[src/rtl/word_store_sequencer.sv]
// Byte-serializing store unit: accepts one 16-bit word and writes it to the
// byte-wide memory bus as two consecutive byte writes at addr and addr+1.
module word_store_sequencer #(
  parameter int ADDR_W      = 16,
  parameter int HIGH_FIRST  = 0,
  parameter int WAIT_STATES = 0
) (
  input  logic              clk,
  input  logic              rst,
  input  logic              req_valid,
  output logic              req_ready,
  input  logic [ADDR_W-1:0] req_addr,
  input  logic [15:0]       req_data,
  output logic [ADDR_W-1:0] mem_addr,
  output logic [7:0]        mem_data,
  output logic              mem_we,
  output logic              byte_sel,
  output logic              busy,
  output logic              done
);

  typedef enum logic [1:0] {
    IDLE = 2'd0,
    WR0  = 2'd1,
    WR1  = 2'd2,
    DONE = 2'd3
  } state_t;

  localparam logic [3:0] HOLD_LAST = 4'(WAIT_STATES);
  localparam logic       HF        = (HIGH_FIRST != 0);

  state_t              state_q;
  logic [3:0]          hold_q;
  logic [ADDR_W-1:0]   addr_q;
  logic [15:0]         data_q;

  logic                req_ready_q;
  logic [ADDR_W-1:0]   mem_addr_q;
  logic [7:0]          mem_data_q;
  logic                mem_we_q;
  logic                byte_sel_q;
  logic                busy_q;
  logic                done_q;

  logic [7:0]          req_first_d;
  logic [7:0]          cap_first_d;
  logic [7:0]          cap_second_d;
  logic [ADDR_W-1:0]   addr_plus1_d;
  logic                hold_last_d;

  // Byte ordering is fixed at elaboration; the first byte always lands at addr.
  always_comb begin
    req_first_d  = HF ? req_data[15:8] : req_data[7:0];
    cap_first_d  = HF ? data_q[15:8]   : data_q[7:0];
    cap_second_d = HF ? data_q[7:0]    : data_q[15:8];
    addr_plus1_d = addr_q + ADDR_W'(1);
    hold_last_d  = (hold_q == HOLD_LAST);
  end

  // Outputs are registered alongside the state so each one reflects the state
  // being entered, with no combinational path from the request inputs.
  always_ff @(posedge clk) begin
    if (rst) begin
      state_q     <= IDLE;
      hold_q      <= '0;
      addr_q      <= '0;
      data_q      <= '0;
      req_ready_q <= 1'b1;
      mem_addr_q  <= '0;
      mem_data_q  <= '0;
      mem_we_q    <= 1'b0;
      byte_sel_q  <= 1'b0;
      busy_q      <= 1'b0;
      done_q      <= 1'b0;
    end else begin
      case (state_q)
        IDLE: begin
          if (req_valid) begin
            state_q     <= WR0;
            hold_q      <= '0;
            addr_q      <= req_addr;
            data_q      <= req_data;
            req_ready_q <= 1'b0;
            mem_addr_q  <= req_addr;
            mem_data_q  <= req_first_d;
            mem_we_q    <= 1'b1;
            byte_sel_q  <= HF;
            busy_q      <= 1'b1;
            done_q      <= 1'b0;
          end
        end

        WR0: begin
          if (hold_last_d) begin
            state_q    <= WR1;
            hold_q     <= '0;
            mem_addr_q <= addr_plus1_d;
            mem_data_q <= cap_second_d;
            byte_sel_q <= ~HF;
          end else begin
            hold_q     <= hold_q + 4'd1;
            mem_addr_q <= addr_q;
            mem_data_q <= cap_first_d;
            byte_sel_q <= HF;
          end
        end

        WR1: begin
          if (hold_last_d) begin
            state_q    <= DONE;
            hold_q     <= '0;
            mem_addr_q <= '0;
            mem_data_q <= '0;
            mem_we_q   <= 1'b0;
            byte_sel_q <= 1'b0;
            done_q     <= 1'b1;
          end else begin
            hold_q <= hold_q + 4'd1;
          end
        end

        DONE: begin
          state_q     <= IDLE;
          done_q      <= 1'b0;
          busy_q      <= 1'b0;
          req_ready_q <= 1'b1;
        end

        default: begin
          state_q     <= IDLE;
          hold_q      <= '0;
          req_ready_q <= 1'b1;
          mem_addr_q  <= '0;
          mem_data_q  <= '0;
          mem_we_q    <= 1'b0;
          byte_sel_q  <= 1'b0;
          busy_q      <= 1'b0;
          done_q      <= 1'b0;
        end
      endcase
    end
  end

  assign req_ready = req_ready_q;
  assign mem_addr  = mem_addr_q;
  assign mem_data  = mem_data_q;
  assign mem_we    = mem_we_q;
  assign byte_sel  = byte_sel_q;
  assign busy      = busy_q;
  assign done      = done_q;

endmodule

[config.mk]
export PLATFORM = sky130hd
export DESIGN_NAME = word_store_sequencer
export DESIGN_NICKNAME = d
export VERILOG_FILES = /design/src/rtl/word_store_sequencer.sv
export SDC_FILE = /design/constraint.sdc
export NUM_CORES = 1
export LEC_CHECK = 0
export ABC_CLOCK_PERIOD_IN_PS = 2400
export BUFFER_PORTS_ARGS = -buffer_cell sky130_fd_sc_hd__buf_2
export CORE_ASPECT_RATIO = 1.75
export CORE_MARGIN = 4
export CORE_UTILIZATION = 55
export DETAILED_ROUTE_END_ITERATION = 7
export PLACE_DENSITY = 0.89
export SLEW_MARGIN = 20
export SYNTH_ARGS = -nofsm -noshare
export SYNTH_HDL_FRONTEND = slang
export SYNTH_SLANG_ARGS = --single-unit
[constraint.sdc]
create_clock -name clk -period 2.4 [get_ports clk]
set_input_delay 0.48 -clock clk [delete_from_list [all_inputs] [get_ports clk]]
set_output_delay 0.48 -clock clk [all_outputs]
set_load 0.005 [all_outputs]
==> results.cfg <==
[setup_path]
ff2ff_setup_slack_ns = 0.26
cp_num_buf_inv = 2
cp_slowest_cell = nor2b_1
r2r_start = state_q[0]$_SDFFE_PP0P_
r2r_end = mem_addr[9]$_SDFFE_PP0P_
slowest_delay_ns = 0.66
critPathMaxFanout = 27
worstSetupEndpointType = register
arrival_ns = 2.41
crit_required_ns = 2.68
critPathLaunchType = register
crit_type = register to register
crit_chain = inv_1, ha_1, nor2b_1, a211oi_4, buf_4, a21boi_0, a211oi_1
cpLargestDelayFamily = simple AND/OR/NAND/NOR gates
rr_worst_depth = 7

[timing]
skew_ns = 0.00774
worst_pin_slew_ns = 0.791
setup_tns_ns = 0
max_slew_margin_pct = 47.2
slew_viol_final = 0
final.min_clock_period_ns = 2.14
max_freq_mhz = 468
finalSetupViolCount = 0
fin_crit_sh_pct = 89.1
rsz0062_at_grt = no
hold_viol = 0

[clock_tree]
cts_buffers = 9
cts.repair.resized = 0
insertion_delay_ns = 0.36
ctsHoldBuffers = 0
h-tree-depth = 3
post_cts_buffers = 0
clk_pin_slew_ns = 0.08
cts_sinks = 67
root_buffer = clkbuf_8
cts_buffer_depth = 2
tritoncts = yes

[yosys]
ys_ff_latch = 67
synth_seq_area_share_pct = 39.6
synth.cell_area_um2 = 3390
synth_top_area_share_pct = 39.6
syn_area_per_cell_um2 = 8.20
synth_flop_cell = dfxtp_1
yosys.area.top_type = dfxtp_1
synthTopCellsByCount = nand2_1, dfxtp_1, a21oi_1
syn_nets = 456
synth-async-reset-ratio_pct = 0
netlist_instances = 413
ys_types = 49
synthTopCellsByArea = dfxtp_1, nand2_1, a21oi_1
ys_warn_count = 0
yosysMostFrequentCell = nand2_1
synth_edf_count = 0

[final_layout]
nNetsFinal = 513
diodes = 0
drive_gt1_share_pct = 25.3
area_growth_pct = 17.8
fillers = 511
stdcell_area_um2 = 3990

[global_routing]
grt_max_degree = 32
antenna_found_initial = 0
grt_use_met2_pct = 41.9
busiest_layer = met2
track_usage_pct = 24.4
grt_pass1_vias = 3281
grtUsageMet1_pct = 26.7
grtUsageMet3_pct = 5.75
grt_overflow = 0
grt_pass1_wl_um = 14400

[placement]
dpl-instance-area_um2 = 3780
gp_congestion = 0.950
dp_hpwl_um = 6170
numPortBuffers = 63

[hold_path]
holdCritPathClass = primary input to register
min_from = req_data[13]
hold_depth = 3
whs_endpoint = data_q[13]$_SDFFE_PP0P_

[routing]
avgRoutedWirePerCell_um = 15.6
via_per_inst = 5.84
dr.pass1.iters = 4
drt_wl_total_um = 8640
drcViolationCount = 0
num_vias = 3232
ant_nets = 0
first_iter_violations = 239

[floorplan]
die_area_um2 = 7520
die_x_um = 67.3
die_y_um = 112
io-pin-count = 64
core_um2 = 5930
initial_core_util_pct = 57.1
row_count = 37

[power]
p_leak_nw = 1.64
power.density_nw_per_um2 = 1150
peakVddDrop_v = 0.000748

[status]
outcome = finished, final reports clean

[flow_run]
cap_viol_max_count = 0
[flip-flops by register name (all words and copies together), names as in the netlist]
| register | flops |
|---|---|
| data_q | 16 |
| busy | 1 |
| mem_data | 8 |
| hold_q | 4 |
| done | 1 |
| mem_addr | 16 |
| req_ready | 1 |
| addr_q | 16 |
| byte_sel | 1 |
| mem_we | 1 |
| state_q | 2 |
[per-layer routing]
metal,vias up,part of all wire [%]
met5,-,0
met3,23,5.9
li1,1572,-
met1,1524,39
met4,0,2.4
met2,113,53
[logic make-up (layout without fill, tap and decap cells)]
group                    after synthesis  after routing  synth area share, %
AO/OA/AOI/OAI                        104            104                 22.4
flip-flops                            67             67                 39.6
buffers and inverters                 40            102                 5.43
adder cells (fa/ha/maj)                8              8                 2.96
AND/OR/NAND/NOR                      176            176                 24.0
XOR/XNOR                               1              1                0.259
multiplexers                          17             17                 5.36
[area by class of cell]
type	count	area (um^2)	area share [%]
clock buffer	11	151	3.79
tap	78	97.6	2.45
timing repair buffer	80	455	11.4
inverter	6	22.5	0.564
clock inverter	5	61.3	1.54
multi-input combinational	306	1860	46.6
sequential	67	1340	33.6
[metrics by stage]
step | util [%] | setup slack (ns) | std cells | hold slack (ns) | power [W]
after floorplan | - | 0.423 | 413 | 0.433 | 0.00297
after global placement | 63.7 | 0.393 | 537 | 0.438 | 0.00352
after detailed placement | 63.7 | 0.295 | 537 | 0.448 | 0.00360
after CTS | 67.3 | 0.258 | 553 | 0.345 | 0.00460
after global routing | 67.3 | 0.0631 | 553 | 0.348 | 0.00490
final | 67.3 | 0.262 | 553 | 0.354 | 0.00460
[power breakdown]
| part | leakage (nW) | switching, W | internal (W) |
|---|---|---|---|
| clock network | 0.0978 | 0.000464 | 0.000538 |
| registers | 0.552 | 0.000233 | 0.00143 |
| logic | 0.995 | 0.00114 | 0.000789 |
[worst max-delay path by stage]
stage | depth (start not counted) | from | slack (ns) | end
floorplan | 8 | hold_q[0]$_SDFFE_PP0P_ | 0.42 | mem_addr[15]$_SDFFE_PP0P_
CTS | 7 | state_q[0]$_SDFFE_PP0P_ | 0.26 | mem_addr[9]$_SDFFE_PP0P_
global route | 7 | state_q[0]$_SDFFE_PP0P_ | 0.06 | mem_addr[9]$_SDFFE_PP0P_
detailed placement | 7 | state_q[0]$_SDFFE_PP0P_ | 0.30 | mem_addr[9]$_SDFFE_PP0P_
finish | 7 | state_q[0]$_SDFFE_PP0P_ | 0.26 | mem_addr[9]$_SDFFE_PP0P_
global placement | 7 | hold_q[0]$_SDFFE_PP0P_ | 0.39 | mem_addr[9]$_SDFFE_PP0P_
[worst min-delay path, stage by stage]
cell	delay (ns)
buf_2	0.09
nand2_1	0.05
a21oi_1	0.05
[cell usage in the layout, fill, tap and decap left out, drive strengths merged, types with 9 or more instances in the layout]
cell type / Yosys / final
clkbuf: 22 / 11
buf: 12 / 80
a211oi: 16 / 16
a22oi: 10 / 10
mux2: 9 / 9
a21oi: 43 / 43
nand2: 86 / 86
nor2: 35 / 35
a311oi: 9 / 9
dfxtp: 67 / 67
Power figures use the tool's default switching activity.
